--- src/rtl/pc_fetch_unit_pkg.sv ---
// Shared constants and types for the instruction-fetch stage.
package pc_fetch_unit_pkg;

    localparam logic [31:0] NOP_INST_DEFAULT = 32'h0000_0013;

    localparam logic [1:0] FAULT_NONE     = 2'b00;
    localparam logic [1:0] FAULT_MISALIGN = 2'b01;
    localparam logic [1:0] FAULT_RANGE    = 2'b10;

    typedef enum logic {
        FETCH_RUN  = 1'b0,
        FETCH_HALT = 1'b1
    } fetch_state_t;

endpackage

--- src/rtl/pc_fetch_unit_if_id_reg.sv ---
// IF/ID pipeline register: bubble beats load; with neither asserted it holds.
module pc_fetch_unit_if_id_reg
    import pc_fetch_unit_pkg::*;
#(
    parameter int          PC_WIDTH   = 32,
    parameter int          INST_WIDTH = 32,
    parameter logic [31:0] NOP_INST   = NOP_INST_DEFAULT
) (
    input  logic                  clk,
    input  logic                  reset,
    input  logic                  load,
    input  logic                  bubble,
    input  logic [PC_WIDTH-1:0]   fetch_pc,
    input  logic [PC_WIDTH-1:0]   fetch_pc_plus4,
    input  logic [INST_WIDTH-1:0] fetch_inst,
    output logic                  valid,
    output logic [PC_WIDTH-1:0]   pc,
    output logic [PC_WIDTH-1:0]   pc_plus4,
    output logic [INST_WIDTH-1:0] inst
);

    always_ff @(posedge clk) begin
        if (reset) begin
            valid    <= 1'b0;
            pc       <= '0;
            pc_plus4 <= '0;
            inst     <= INST_WIDTH'(NOP_INST);
        end else if (bubble) begin
            // Bubble keeps the last pc/pc_plus4 so decode sees a stable link value.
            valid <= 1'b0;
            inst  <= INST_WIDTH'(NOP_INST);
        end else if (load) begin
            valid    <= 1'b1;
            pc       <= fetch_pc;
            pc_plus4 <= fetch_pc_plus4;
            inst     <= fetch_inst;
        end
    end

endmodule

--- src/rtl/pc_fetch_unit.sv ---
// Fetch stage: PC register, next-PC selection, RUN/HALT FSM with sticky fault, IF/ID register.
module pc_fetch_unit
    import pc_fetch_unit_pkg::*;
#(
    parameter int                 PC_WIDTH   = 32,
    parameter int                 INST_WIDTH = 32,
    parameter int                 IMEM_DEPTH = 1024,
    parameter logic [PC_WIDTH-1:0] RESET_PC  = '0,
    parameter logic [31:0]        NOP_INST   = NOP_INST_DEFAULT
) (
    input  logic                  clk,
    input  logic                  reset,
    input  logic                  stall,
    input  logic                  redirect_valid,
    input  logic [PC_WIDTH-1:0]   redirect_pc,
    input  logic                  halt_req,
    input  logic [INST_WIDTH-1:0] imem_inst,
    output logic [PC_WIDTH-1:0]   pc,
    output logic                  if_id_valid,
    output logic [PC_WIDTH-1:0]   if_id_pc,
    output logic [PC_WIDTH-1:0]   if_id_pc_plus4,
    output logic [INST_WIDTH-1:0] if_id_inst,
    output logic                  fetch_halted,
    output logic                  fault,
    output logic [1:0]            fault_cause,
    output logic [PC_WIDTH-1:0]   fault_pc,
    output logic [31:0]           fetch_count
);

    localparam logic [PC_WIDTH-1:0] LAST_PC = PC_WIDTH'(IMEM_DEPTH - 4);

    fetch_state_t        state;
    logic [PC_WIDTH-1:0] pc_plus4;
    logic                running;
    logic                if_id_load;
    logic                if_id_bubble;

    assign pc_plus4     = pc + PC_WIDTH'(4);
    assign running      = (state == FETCH_RUN);
    assign fetch_halted = (state == FETCH_HALT);

    // HALT forces a bubble every cycle; redirect and halt_req bubble regardless of stall.
    assign if_id_bubble = !running || redirect_valid || halt_req;
    assign if_id_load   = running && !redirect_valid && !halt_req && !stall;

    always_ff @(posedge clk) begin
        if (reset) begin
            state       <= FETCH_RUN;
            pc          <= RESET_PC;
            fault       <= 1'b0;
            fault_cause <= FAULT_NONE;
            fault_pc    <= '0;
            fetch_count <= '0;
        end else if (state == FETCH_RUN) begin
            if (redirect_valid) begin
                if (redirect_pc[1:0] != 2'b00) begin
                    fault       <= 1'b1;
                    fault_cause <= FAULT_MISALIGN;
                    fault_pc    <= redirect_pc;
                    state       <= FETCH_HALT;
                end else if (redirect_pc > LAST_PC) begin
                    fault       <= 1'b1;
                    fault_cause <= FAULT_RANGE;
                    fault_pc    <= redirect_pc;
                    state       <= FETCH_HALT;
                end else begin
                    pc <= redirect_pc;
                end
            end else if (halt_req) begin
                state <= FETCH_HALT;
            end else if (!stall) begin
                fetch_count <= fetch_count + 32'd1;
                // The word at the last legal address is still delivered before halting.
                if (pc_plus4 > LAST_PC) begin
                    fault       <= 1'b1;
                    fault_cause <= FAULT_RANGE;
                    fault_pc    <= pc_plus4;
                    state       <= FETCH_HALT;
                end else begin
                    pc <= pc_plus4;
                end
            end
        end
    end

    pc_fetch_unit_if_id_reg #(
        .PC_WIDTH   (PC_WIDTH),
        .INST_WIDTH (INST_WIDTH),
        .NOP_INST   (NOP_INST)
    ) u_if_id_reg (
        .clk            (clk),
        .reset          (reset),
        .load           (if_id_load),
        .bubble         (if_id_bubble),
        .fetch_pc       (pc),
        .fetch_pc_plus4 (pc_plus4),
        .fetch_inst     (imem_inst),
        .valid          (if_id_valid),
        .pc             (if_id_pc),
        .pc_plus4       (if_id_pc_plus4),
        .inst           (if_id_inst)
    );

endmodule

--- config.mk ---
export PLATFORM = sky130hd
export DESIGN_NAME = pc_fetch_unit
export DESIGN_NICKNAME = d
export VERILOG_FILES = /design/src/rtl/pc_fetch_unit_pkg.sv /design/src/rtl/pc_fetch_unit_if_id_reg.sv /design/src/rtl/pc_fetch_unit.sv
export SDC_FILE = /design/constraint.sdc
export NUM_CORES = 1
export LEC_CHECK = 0
export CORE_ASPECT_RATIO = 1.5
export CORE_MARGIN = 2
export CORE_UTILIZATION = 34
export CTS_CLUSTER_SIZE = 30
export DETAILED_ROUTE_END_ITERATION = 8
export PLACE_DENSITY_LB_ADDON = 0.15
export SLEW_MARGIN = 0
export SYNTH_ARGS = -nofsm -noshare
export SYNTH_HDL_FRONTEND = slang
export SYNTH_HIERARCHICAL = 1
export SYNTH_SLANG_ARGS = --single-unit
--- constraint.sdc ---
create_clock -name clk -period 5.15 [get_ports clk]
set_input_delay 1.2875 -clock clk [delete_from_list [all_inputs] [get_ports clk]]
set_output_delay 1.2875 -clock clk [all_outputs]
set_load 0.03 [all_outputs]
==> Word-level counts from Yosys, hierarchy flattened <==
Index checks and enable logic that the tools add are counted.
{ "word_totals": {"regBits": 197} }
{ "op_classes": {"addsub": 2, "order_cmp": 2, "eq_ne": 6, "mux": 31, "n_bitwise": 5, "reduce_logical": 15} }
{ "op_table": {"columns": ["operator", "n"], "rows": [
  ["32-bit 2-to-1 mux", 12],
  ["32-bit by 10-bit greater-than comparator with 1-bit output, second input constant", 2],
  ["32-bit by 1-bit adder with 32-bit output, second input constant", 1],
  ["32-bit by 3-bit adder with 32-bit output, second input constant", 1],
  ["1-bit 2-to-1 mux", 13],
  ["2-bit 2-to-1 mux", 6],
  ["2-bit != test, second input constant", 4],
  ["6-bit AND reduction", 1],
  ["1-bit NOT", 5],
  ["5-bit AND reduction", 1],
  ["4-bit AND reduction", 1],
  ["2-bit nonzero test", 2],
  ["1-bit logical AND", 3],
  ["1-bit zero test", 3],
  ["3-bit by 1-bit != test with 1-bit output, second input constant", 1],
  ["1-bit logical OR", 2],
  ["2-bit by 1-bit != test with 1-bit output, second input constant", 1],
  ["2-bit AND reduction", 1],
  ["2-bit OR reduction", 1]
]} }

==> Depth between registers and ports, before layout <==
{ "depth": {"ltp_word": 7, "depth_mapped": 13, "depth_no_buf": 10} }

==> Modules after synthesis <==
The synthesis kept the hierarchy.
{ "by_module_without_submodules": {"columns": ["module", "n_inst", "cells_each", "area_per_inst_um2", "seq_area_each_um2"], "rows": [
  ["pc_fetch_unit", 1, 599, 5201.2, 2001.9],
  ["pc_fetch_unit_if_id_reg", 1, 400, 4201.5, 1941.9]
]} }

==> Least setup slack after synthesis <==
Ideal clock, no wire load.
{ "synth_timing": {"path_kind": "input -> register", "startpoint": "input port redirect_valid", "endpoint": "register fetch_count[28]", "setup_time_ns": 0.128, "t_arrival_ns": 3.505, "t_required_ns": 5.022, "slack_ns": 1.518, "stages": 13, "n_path_buf": 3, "path_cell_list": "or3_1 or2_1 clkbuf_1 clkinv_2 nand3_1 or3_1 clkbuf_1 nor2_1 and4_1 buf_2 nand4_1 xor2_1 nor2_1"} }
{ "synth_between": {"elab_chain_cells": 2} }
{ "synth_lines": {"columns": ["item", "line_no", "rtl"], "rows": [
  ["from (decl)", "pc_fetch_unit.sv:14", "input logic redirect_valid,"],
  ["1-bit NOT (no line)", null, null],
  ["4-bit AND reduction (no line)", null, null],
  ["to (signal assigned)", "pc_fetch_unit.sv:72", "fetch_count <= fetch_count + 32'd1;"],
  ["to (decl)", "pc_fetch_unit.sv:27", "output logic [31:0] fetch_count"]
]} }
Every way passes these cells.
A chain may end at the register's enable or synchronous reset.

==> flow_summary.ini <==
[sta]
setup_viol = 0
rsz0062_at_grt = false
worst_slew_pin_slew_ps = 1080
clock.fmax_ghz = 0.233
report.final.hold_viol_count = 0
worst_slew_margin = 0.278
final.setup_skew_ps = 13.3
period_needed_ps = 4290
fin_crit_sh = 0.832
finalSetupTns_ps = 0
hold_slack_ps = 463
final_max_slew_viol_count = 0

[cts]
worst_skew_pair.late_latency_ps = 440
clockBufferDepth = 2
cts_inserted_buffers = 17
cts.sinks = 197
number_of_buffers_added_to_fix_hold_violations_after_cts = 0
ctsResizeCount = 0
cts_tree = done
cts.root.buffer_cell = clkbuf_16
post-cts-setup-buffers = 0
clock_tree.htree_level_count = 4
cts.clk_slew.worst_paths_ps = 70

[drt]
antenna_violating_nets_post_route = 0
vias_per_cell = 5.17
drt-total-wl_mm = 30.9
drt_iter0_markers = 536
wire_per_inst_um = 19.7
dr_total_vias = 8108
detail_route.first_pass.iterations = 4
detail_route.drc_violations = 0

[setup_path]
cp_slowest_stage_delay_ps = 860
arrival_ps = 4620
r2r_start = pc[3]
worst-r2r-setup-slack_ps = 860
cp_common_cell = nand2_1
critPathKind = flop to flop
setup_crit_end_kind = flop
crit_fanout = 14
worstRegToRegCells = 9
crit_required_ps = 5480
worst_r2r_endpoint = fault
cp-start-kind = flop
critical_path.cell_chain = ha_1 -> nand3_2 -> nor2_1 -> nand2_1 -> xnor2_1 -> or4_4 -> o21ai_1 -> nand2_1 -> o21a_1
critical-path-slowest-cell = o21ai_1

[finish]
instances_no_fill = 1567
fraction_of_layout_instances_using_a_drive_strength_above_1 = 0.0743
layout.nets = 1284
postLayoutCellArea_um2 = 12700
n_antenna_cell = 0
area_growth_syn_to_layout_pct = 34.9

[floorplan]
ioPinCount = 266
floorplan.initialDensity = 0.345
chipHeight_um = 208
die_x_um = 140
row_count = 74
core_area_um2 = 27200
die_footprint_um2 = 29000

[logic_synthesis]
mappedNetlistArea_um2 = 9400
syn-num-nets = 1071
yosys_most_used_dff = dfxtp_1
sequential_to_total_area_share_from_yosys_stat = 0.419
synth_edf_count = 0
gate_count_post_synth = 999
syn_area_per_cell_um2 = 9.41
ys_types = 71
synth-async-reset-ratio = 0
ys_warn_count = 6
yosys_register_bits = 197

[global_route]
grt_max_degree = 100
global_route.usage.total = 0.208
antenna_found_initial = 0
globalRouteOverflowTotal = 0
first_pass_grt_wire_length_mm = 47.4
vias_in_the_first_global_route = 7949

[power]
power.density_cell_area_nw_per_um2 = 251
p_total_mw = 3.18
p_leak_nw = 4.43
peakVddDrop_v = 0.000219

[run]
max_cap_violations = 0

[min_path]
holdPathStages = 2
hp-start = fault_pc[4]
worst_hold_end = fault_pc[4]
holdCritPathClass = flop to flop

[placement]
hpwlAfterDp_mm = 22.2
gp_congestion = 0.842
area_of_placed_instances_um2 = 12100
place.port_buffers = 265
place_inst = 1535

[status]
result_of_the_run = completed
## cell usage after synthesis (4+ instances only)
cell / instances / area share
o21ai_1: 42 / 0.022
nand2_1: 46 / 0.018
o21ai_2: 19 / 0.018
a21oi_1: 20 / 0.011
and4_1: 8 / 0.0075
o31ai_1: 11 / 0.0088
nand4_1: 32 / 0.021
dfxtp_1: 197 / 0.42
a211oi_1: 5 / 0.0040
o21ai_0: 22 / 0.012
xnor2_1: 25 / 0.023
buf_2: 14 / 0.0075
and3_1: 11 / 0.0073
clkbuf_1: 38 / 0.015
nor2_1: 82 / 0.033
nand4bb_1: 64 / 0.077
buf_1: 9 / 0.0036
inv_1: 10 / 0.0040
nor2b_1: 4 / 0.0027
and2_1: 29 / 0.019
buf_6: 18 / 0.022
o211ai_1: 12 / 0.0096
nand2b_1: 76 / 0.051
nor3_1: 15 / 0.0080
nand3_1: 26 / 0.014
mux2i_1: 54 / 0.057
or3_1: 8 / 0.0053
nor4_1: 7 / 0.0047
xor2_1: 32 / 0.030
## registers in the layout, indices dropped and copies added (netlist names)
name,count
fault,1
fault_cause,2
fault_pc,32
fetch_count,32
fetch_halted,1
pc,32
u_if_id_reg/inst,32
u_if_id_reg/pc,32
u_if_id_reg/pc_plus4,32
u_if_id_reg/valid,1
## metal layers
metal	vias up	routed length [µm]	global-route usage
met5	-	0	0
met4	0	1290	0.0979
met3	44	1220	0.0390
met2	199	15500	0.356
met1	3892	12900	0.250
li1	3973	-	-
## final cells by class
| cell class | count | area [µm²] |
|---|---|---|
| well taps | 342 | 428 |
| clock buffers | 21 | 470 |
| repair buffers | 278 | 2770 |
| inverters | 12 | 47.5 |
| clock inverters | 11 | 93.8 |
| multi-input cells | 706 | 4930 |
| flip-flops and latches | 197 | 3940 |
| fillers | 2661 | 14500 |
## cell usage in the layout (no fill, tap or decap), drive strengths merged, types with 25 or more instances in the layout
cell             n
nand4bb         64
o21ai           83
nand2b          76
nand3           27
and2            29
dfxtp          197
xnor2           25
nand4           35
mux2i           54
xor2            32
nand2           46
nor2            84
clkdlybuf4s50  263
## per-stage QoR
step | util | setup WS (ps)
after floorplan | - | 1520
after global placement | 0.445 | 871
after detailed placement | 0.445 | 802
after CTS | 0.466 | 881
after global routing | 0.466 | 587
final | 0.466 | 863
## logic make-up after synthesis
group | count (synthesis) | synth area share
fa+ha+maj | 3 | 0.00399
compound gates | 160 | 0.112
buf+inv | 96 | 0.0562
xor+xnor | 57 | 0.0531
mux | 57 | 0.0611
simple gates | 429 | 0.294
flops | 197 | 0.419
## worst max-delay path by stage
stage,startpoint,end,slack [ps],cells past startpoint
5_1_grt,pc[3],fault_pc[0],590,9
6_report,pc[3],fault,860,9
2_1_floorplan,redirect_valid,fetch_count[28],1520,13
4_1_cts,pc[3],fault_pc[23],880,10
3_3_place_gp,halt_req,u_if_id_reg/inst[0],870,8
3_5_place_dp,halt_req,u_if_id_reg/inst[20],800,8
## worst max-delay path: cells and delay by family (launching register included)
family,cells,cell delay (ps)
simple gates,5,1940
compound gates,2,1110
flops,1,500
fa+ha+maj,1,340
xor+xnor,1,280
## power breakdown
part / switching, mW / internal [mW]
Clock: 0.632 / 0.668
Sequential: 0.0177 / 1.54
Combinational: 0.175 / 0.149
Total: 0.825 / 2.36
Power figures use the tool's default switching activity.
